File: config.mk
export PLATFORM = sky130hd
export DESIGN_NAME = mem_port_arbiter
export DESIGN_NICKNAME = d
export VERILOG_FILES = /design/src/rtl/mem_port_arbiter.sv
export SDC_FILE = /design/constraint.sdc
export NUM_CORES = 1
export LEC_CHECK = 0
export ABC_AREA = 0
export BUFFER_PORTS_ARGS = -buffer_cell sky130_fd_sc_hd__buf_4
export CAP_MARGIN = 25
export CORE_AREA = 2 2 107 109
export DETAILED_ROUTE_END_ITERATION = 7
export DIE_AREA = 0 0 109 111
export PLACE_DENSITY = 0.68
export SYNTH_ARGS = -nofsm -noshare
export SYNTH_HDL_FRONTEND = slang
export SYNTH_SLANG_ARGS = --single-unit
File: constraint.sdc
create_clock -name clk -period 1.6 [get_ports clk]
set_input_delay 0.32 -clock clk [delete_from_list [all_inputs] [get_ports clk]]
set_output_delay 0.32 -clock clk [all_outputs]
set_load 0.03 [all_outputs]
File: src/rtl/mem_port_arbiter.sv
// mem_port_arbiter: shares one single-ported, fixed-latency, big-endian word
// memory between an instruction-fetch requester (I) and a data load/store
// requester (D). At most one request is granted per cycle. The granted
// request drives the memory port in the same cycle. Reads are tagged with
// their source so that returned words go back to the requester that issued
// them.
//
// Optional feature: define MEM_ARB_ROUND_ROBIN_EN to alternate I/D on a tie.
// Without it, D always wins a tie.
//
// Ports:
//   clk, rst_n                 clock, async active-low reset
//   IReq/IAddr/IGnt            instruction read request, address, grant
//   IRdValid/IRdData           instruction read return
//   DReq/DWe/DAddr/DSize/DWdata  data request (load/store), size, store data
//   DGnt                       data grant
//   DRdValid/DRdData           data read return (raw 32-bit word)
//   DErr                       pulse: misaligned/illegal D request was dropped
//   MemEn/MemWe/MemAddr/MemWdata  memory request port
//   MemRdata                   memory read data, READ_LATENCY cycles after enable edge
module mem_port_arbiter #(
  parameter int unsigned READ_LATENCY = 2,
  parameter int unsigned ADDR_W       = 32
) (
  input  logic              clk,
  input  logic              rst_n,
  input  logic              IReq,
  input  logic [ADDR_W-1:0] IAddr,
  output logic              IGnt,
  output logic              IRdValid,
  output logic [31:0]       IRdData,
  input  logic              DReq,
  input  logic              DWe,
  input  logic [ADDR_W-1:0] DAddr,
  input  logic [1:0]        DSize,
  input  logic [31:0]       DWdata,
  output logic              DGnt,
  output logic              DRdValid,
  output logic [31:0]       DRdData,
  output logic              DErr,
  output logic              MemEn,
  output logic [3:0]        MemWe,
  output logic [ADDR_W-1:0] MemAddr,
  output logic [31:0]       MemWdata,
  input  logic [31:0]       MemRdata
);

  localparam int unsigned DATA_W = 32;

  typedef enum logic {
    SRC_I = 1'b0,
    SRC_D = 1'b1
  } src_e;

  localparam logic [ADDR_W-1:0] WORD_MASK = ~ADDR_W'(3);

  src_e                     last_gnt;
  src_e                     last_gnt_nxt;
  logic                     tie_to_d;
  logic                     d_mis;
  logic [3:0]               st_be;
  logic [DATA_W-1:0]        st_data;
  logic                     push_vld;
  logic                     push_src;
  logic [READ_LATENCY-1:0]  tag_vld;
  logic [READ_LATENCY-1:0]  tag_src;
  logic                     tail_vld;
  logic                     tail_src;
  logic [DATA_W-1:0]        i_hold;
  logic [DATA_W-1:0]        d_hold;

  // Tie-break policy
`ifdef MEM_ARB_ROUND_ROBIN_EN
  assign tie_to_d = (last_gnt == SRC_I);
`else
  assign tie_to_d = 1'b1;
`endif

  assign DGnt = DReq & (~IReq | tie_to_d);
  assign IGnt = IReq & ~DGnt;

  // Alignment check and store lane mapping for the D request
  always_comb begin
    d_mis   = 1'b0;
    st_be   = 4'b0000;
    st_data = '0;
    case (DSize)
      2'b00: begin
        st_be   = 4'b1000 >> DAddr[1:0];
        st_data = {4{DWdata[7:0]}};
      end
      2'b01: begin
        d_mis   = DAddr[0];
        st_be   = DAddr[1] ? 4'b0011 : 4'b1100;
        st_data = {2{DWdata[15:0]}};
      end
      2'b11: begin
        d_mis   = (DAddr[1:0] != 2'b00);
        st_be   = 4'b1111;
        st_data = DWdata;
      end
      default: d_mis = 1'b1;
    endcase
  end

  // Memory port drive; all fields idle at zero when nothing is issued
  always_comb begin
    MemEn    = 1'b0;
    MemWe    = 4'b0000;
    MemAddr  = '0;
    MemWdata = '0;
    if (IGnt) begin
      MemEn   = 1'b1;
      MemAddr = IAddr & WORD_MASK;
    end else if (DGnt && !d_mis) begin
      MemEn   = 1'b1;
      MemAddr = DAddr & WORD_MASK;
      if (DWe) begin
        MemWe    = st_be;
        MemWdata = st_data;
      end
    end
  end

  // Last-grant bookkeeping
  always_comb begin
    last_gnt_nxt = last_gnt;
    if (DGnt)      last_gnt_nxt = SRC_D;
    else if (IGnt) last_gnt_nxt = SRC_I;
  end

  always_ff @(posedge clk or negedge rst_n) begin
    if (!rst_n) last_gnt <= SRC_I;
    else        last_gnt <= last_gnt_nxt;
  end

  // Read tag pipeline: one entry per cycle, tail lines up with MemRdata
  assign push_vld = IGnt | (DGnt & ~d_mis & ~DWe);
  assign push_src = DGnt;

  always_ff @(posedge clk or negedge rst_n) begin
    if (!rst_n) begin
      tag_vld <= '0;
      tag_src <= '0;
    end else begin
      tag_vld[0] <= push_vld;
      tag_src[0] <= push_src;
      for (int i = 1; i < int'(READ_LATENCY); i++) begin
        tag_vld[i] <= tag_vld[i-1];
        tag_src[i] <= tag_src[i-1];
      end
    end
  end

  assign tail_vld = tag_vld[READ_LATENCY-1];
  assign tail_src = tag_src[READ_LATENCY-1];

  assign IRdValid = tail_vld & ~tail_src;
  assign DRdValid = tail_vld & tail_src;
  assign IRdData  = IRdValid ? MemRdata : i_hold;
  assign DRdData  = DRdValid ? MemRdata : d_hold;

  // Return-data hold and error pulse
  always_ff @(posedge clk or negedge rst_n) begin
    if (!rst_n) begin
      i_hold <= '0;
      d_hold <= '0;
      DErr   <= 1'b0;
    end else begin
      if (IRdValid) i_hold <= MemRdata;
      if (DRdValid) d_hold <= MemRdata;
      DErr <= DGnt & d_mis;
    end
  end

endmodule

* Word-level counts from Yosys, hierarchy flattened
Index checks and enable logic that the tools add are counted.
W data, S select, Z words.
** Operators by class
- Bitwise gates (word level) :: 11
- Shift-type cells :: 1
- Multiplexer cells :: 16
- Reduce and logical (&&, ||, !) cells :: 4
- Eq/ne operators :: 2
** Operators with widths (count)
- $mux W32 :: 7
- $pmux W32 S3 :: 1
- $mux W4 :: 4
- $pmux W4 S3 :: 1
- $and A1 B1 Y1 :: 6
- $not A1 Y1 :: 4
- $shr A4 B2 Y4 const A :: 1
- $pmux W1 S3 :: 1
- $eq A2 B1 Y1 const B :: 1
- $eq A2 B2 Y1 const B :: 1
- $logic_not A2 Y1 :: 1
- $mux W1 :: 2
- $reduce_bool A2 Y1 :: 1
- $logic_and A1 B1 Y1 :: 1
- $logic_not A1 Y1 :: 1
- $or A1 B1 Y1 :: 1
** Word-level totals
- Output and inout port bits :: 138
- Input bits :: 135
- Word-level logic and storage cells :: 39
- Bits in registers :: 69

* Depth between registers and ports, before layout
- Word-level depth :: 6
- Gate-level depth with buffers :: 6
- Mapped depth without buffers :: 3

* Worst setup path before layout
OpenSTA, ideal clock, no wires.
- Kind :: in2out
- Start point :: input port DSize[0]
- End point :: output port MemWe[3]
- Data required time :: 1.280 ns
- Arrival :: 2.254 ns
- Path buffers :: 2
- Setup slack :: -0.974 ns
- Cell stages on the path :: 4
- Cell sequence :: buf_4 -> buf_4 -> inv_1 -> a2111oi_0
** On the way
- Cells in the longest elaborated chain, start to end :: 6
- Elaborated cells between the ends (all ways) :: 10
- Classes of those cells :: 2 x eq/ne; 5 x mux; 3 x reduce/logical
** RTL lines
- start: declaration :: line 35 : input logic [1:0] DSize,
- $eq A2 B2 Y1, or another cell as far along :: line 87 : case (DSize)
- $pmux W1 S3 :: line 87
- $logic_not A1 Y1 :: line 115 : end else if (DGnt && !d_mis) begin
- $logic_and A1 B1 Y1 :: line 115
- $mux W4 (*) :: line 115
- $mux W4 (*) :: line 112 : if (IGnt) begin
- end: declaration :: line 42 : output logic [3:0] MemWe,
Mark *: on every way between the ends. The rest lies on a longest branch, timed or not.

* Worst setup path in the final report
- Start point :: register tag_vld[1]
- End point :: output port IRdData[23]
** On the way
- Cells in the longest elaborated chain, start to end :: 2
** RTL lines
- start: declaration :: line 65 : logic [READ_LATENCY-1:0] tag_vld;
- start signal: indexed assignment :: line 149 : tag_vld[i] <= tag_vld[i-1];
- $and A1 B1 Y1 :: line 158 : assign IRdValid = tail_vld & ~tail_src;
- $mux W32
- end: declaration :: line 31 : output logic [31:0] IRdData,
No other way between the ends.

==> results.sh <==
export IMPL_clock_sinks=69
export IMPL_grt_pass1_wl_um=20110
export IMPL_vdd_drop_max_uv=812.4
export IMPL_grt_pass1_vias=3931
export IMPL_p_per_area_nw_per_um2=1028
export IMPL_crit_type="reg2out"
export IMPL_drcViolationCount=0
export IMPL_cts_htree_levels=3
export IMPL_synth_seq_cells=69
export IMPL_drive_gt1_share_pct=74.34
export IMPL_drt_initial_drc_count=184
export IMPL_syn_cell_area_um2=3586
export IMPL_cpPeakStageDelay_ns=0.39
export IMPL_utilization_pct=71.47
export IMPL_cts_root_buf="clkbuf_16"
export IMPL_grt_overflow=0
export IMPL_finalHoldWorstSlack_ns=0.2445
export IMPL_worstPathRequired_ns=1.28
export IMPL_period_needed_ns=1.994
export IMPL_yosys_cell_types_count=28
export IMPL_place_ws_ns=-0.2380
export IMPL_yosys_warnings=0
export IMPL_vias=3835
export IMPL_start_kind="flop"
export IMPL_crit_path_start="tag_vld[1]"
export IMPL_antenna_found_initial=0
export IMPL_area_delta_synth_final_pct=120.8
export IMPL_cts_tree="done"
export IMPL_power_leakage_nw=3.901
export IMPL_cp_top_family="buffers and inverters"
export IMPL_critPathArrivalTime_ns=1.67
export IMPL_routed_wl_um=15600
export IMPL_top_layer_used="met4"
export IMPL_viasPerCell=4.879
export IMPL_fin_skew_ns=0.004402
export IMPL_setup_violations_final=129
export IMPL_drt_met1_wl_um=5357
export IMPL_holdCritPathClass="in2reg"
export IMPL_antenna_cells=0
export IMPL_coreArea_um2=11080
export IMPL_yosysSeqAreaShare_pct=48.15
export IMPL_grt_max_degree=38
export IMPL_setup_ws_ns=-0.3935
export IMPL_clock_tree_buffer_depth=2
export IMPL_outcome="finished with violations"
export IMPL_dp_hpwl_um=9788
export IMPL_chipWidth_um=109
export IMPL_avgSynthCellArea_um2=11.64
export IMPL_routedWlPerCell_um=19.84
export IMPL_cp_end_kind="output pin"
export IMPL_rsz0062_at_grt="true"
export IMPL_cp_num_buf_inv=3
export IMPL_io_pins=273
export IMPL_hp_start="DReq"
export IMPL_finalCritPeriodShare_pct=124.6
export IMPL_wl_met2_um=8506
export IMPL_cts_buffers=9
export IMPL_die_area_um2=12100
export IMPL_finalHoldViolCount=0
export IMPL_worstSkewPairLatency_ns=0.33
export IMPL_fmax_mhz=501.6
export IMPL_maxCapViolCount=0
export IMPL_grt_usage_pct=21.80
export IMPL_violations="negative setup slack"
export IMPL_wl_met3_um=1309
export IMPL_cts_clk_slew_worst_paths_ns=0.05
export IMPL_cp_max_fo=6
export IMPL_final_nets=774
export IMPL_place_congestion=0.8315
export IMPL_start_util_pct=32.37
export IMPL_ant_nets=0
export IMPL_synthCells=308
export IMPL_die_h_um=111
export IMPL_portBuffers=268
export IMPL_slew_viol_final=0
export IMPL_first_pass_iters=4
export IMPL_cpMaxStageDelayCell="dfrtp_1"
export IMPL_cp_cell_sequence="nor2b_4 > buf_12 > clkbuf_16 > mux2_4 > buf_6"
export IMPL_r2r_start="tag_vld[1]"
export IMPL_rows=39
==> cells in the mapped netlist <==
master      n  share of area (%)
dfrtp_1    69                 48
mux2_2     64                 20
a22o_1     30                7.3
nand2_1    26                2.7
a21oi_1    13                1.8
a21oi_2    12                2.9
nor2b_1    12                2.1
buf_2      11                1.5
nor2_1     11                1.2
a21o_1      9                1.9
and2_1      9                1.6
buf_4       9                1.9
nand2b_1    8                1.4
clkbuf_1    5               0.52
inv_1       4               0.42
a22oi_1     2               0.42
buf_6       2               0.63
nor3_1      2               0.28
a2111oi_0   1               0.24
a221o_1     1               0.28
a221oi_2    1               0.42
a221oi_4    1               0.73
conb_1      1               0.10
mux2i_1     1               0.28
nand2b_4    1               0.38
nor2_4      1               0.31
or2_2       1               0.17
xor2_1      1               0.24
==> cell families after synthesis <==
| family | Yosys count | share of synthesized area [%] |
|---|---|---|
| AOI/OAI and AO/OA | 70 | 16.05 |
| xor gates and xnor gates | 1 | 0.2443 |
| buffers and inverters | 31 | 4.989 |
| DFF | 69 | 48.15 |
| muxes | 65 | 20.38 |
| other | 1 | 0.1046 |
| and+or+nand+nor | 71 | 10.08 |
==> final cells by class <==
| type | instances | area (um^2) |
|---|---|---|
| clock inverters | 5 | 100.1 |
| clock buffers | 10 | 229.0 |
| flip-flops and latches | 69 | 1728 |
| well taps | 143 | 178.9 |
| inverters | 4 | 15.01 |
| repair buffers | 346 | 3413 |
| multi-input cells | 209 | 2252 |
| fillers | 738 | 3161 |
==> path summary, 6_finish.rpt <==
check	end	slack, ns	cells after the start
worst max-delay path	IRdData[23]	-0.39	5
worst min-delay path	tag_src[0]	0.24	2
worst max register to register	i_hold[29]	0.16	5
worst min register to register	tag_src[1]	0.35	0
max in group asynchronous	d_hold[28]	0.54	3
min in group asynchronous	i_hold[6]	0.51	2
==> cell usage in the layout (no fill, tap or decap), drive strengths merged, types with 2 or more instances in the layout <==
master and count:
bufinv 3, mux2 64, nor2b 12, nand2b 9, a21oi 25, nor2 12, buf 341, a22oi 2
clkinv 2, a21o 9, conb 2, clkbuf 14, nor3 2, and2 9, nand2 26, a221oi 2
inv 4, dfrtp 69, a22o 30
==> state kept, by name, summed over array words and instances (netlist names) <==
name / count
DErr: 1
d_hold: 32
i_hold: 32
tag_src: 2
tag_vld: 2
==> through the flow <==
step                area (um^2)  power [mW]  instances  TNS, ns
floorplan                  3811       3.816        309  -0.8407
global placement           6166       4.944        726   -9.665
detailed placement         6166       5.010        726   -10.63
CTS                        7229       7.472        762   -37.83
global route               7916       8.453        786   -38.67
finish                     7916       8.135        786   -33.79
==> power breakdown <==
part | leakage [nW] | internal, mW | switching [mW] | total, mW
logic | 2.93 | 1.87 | 1.85 | 3.71
registers | 0.810 | 2.09 | 0.118 | 2.20
clock network | 0.162 | 1.51 | 0.709 | 2.22
==> layer usage <==
layer / up-vias / global-route usage, %
met5: - / 0
met2: 180 / 39.21
li1: 1740 / -
met4: 0 / 7.350
met1: 1891 / 22.59
met3: 24 / 8.642
==> repair_timing <==
item	in CTS	in global routing
pin swaps	15	9
setup buffers	14	22
gates cloned	6	6
resized for setup	110	126
hold buffers	1	0
setup endpoints to repair	129	129
endpoints found under the hold margin	32	0
No activity file was read; power rests on OpenSTA's default activity.
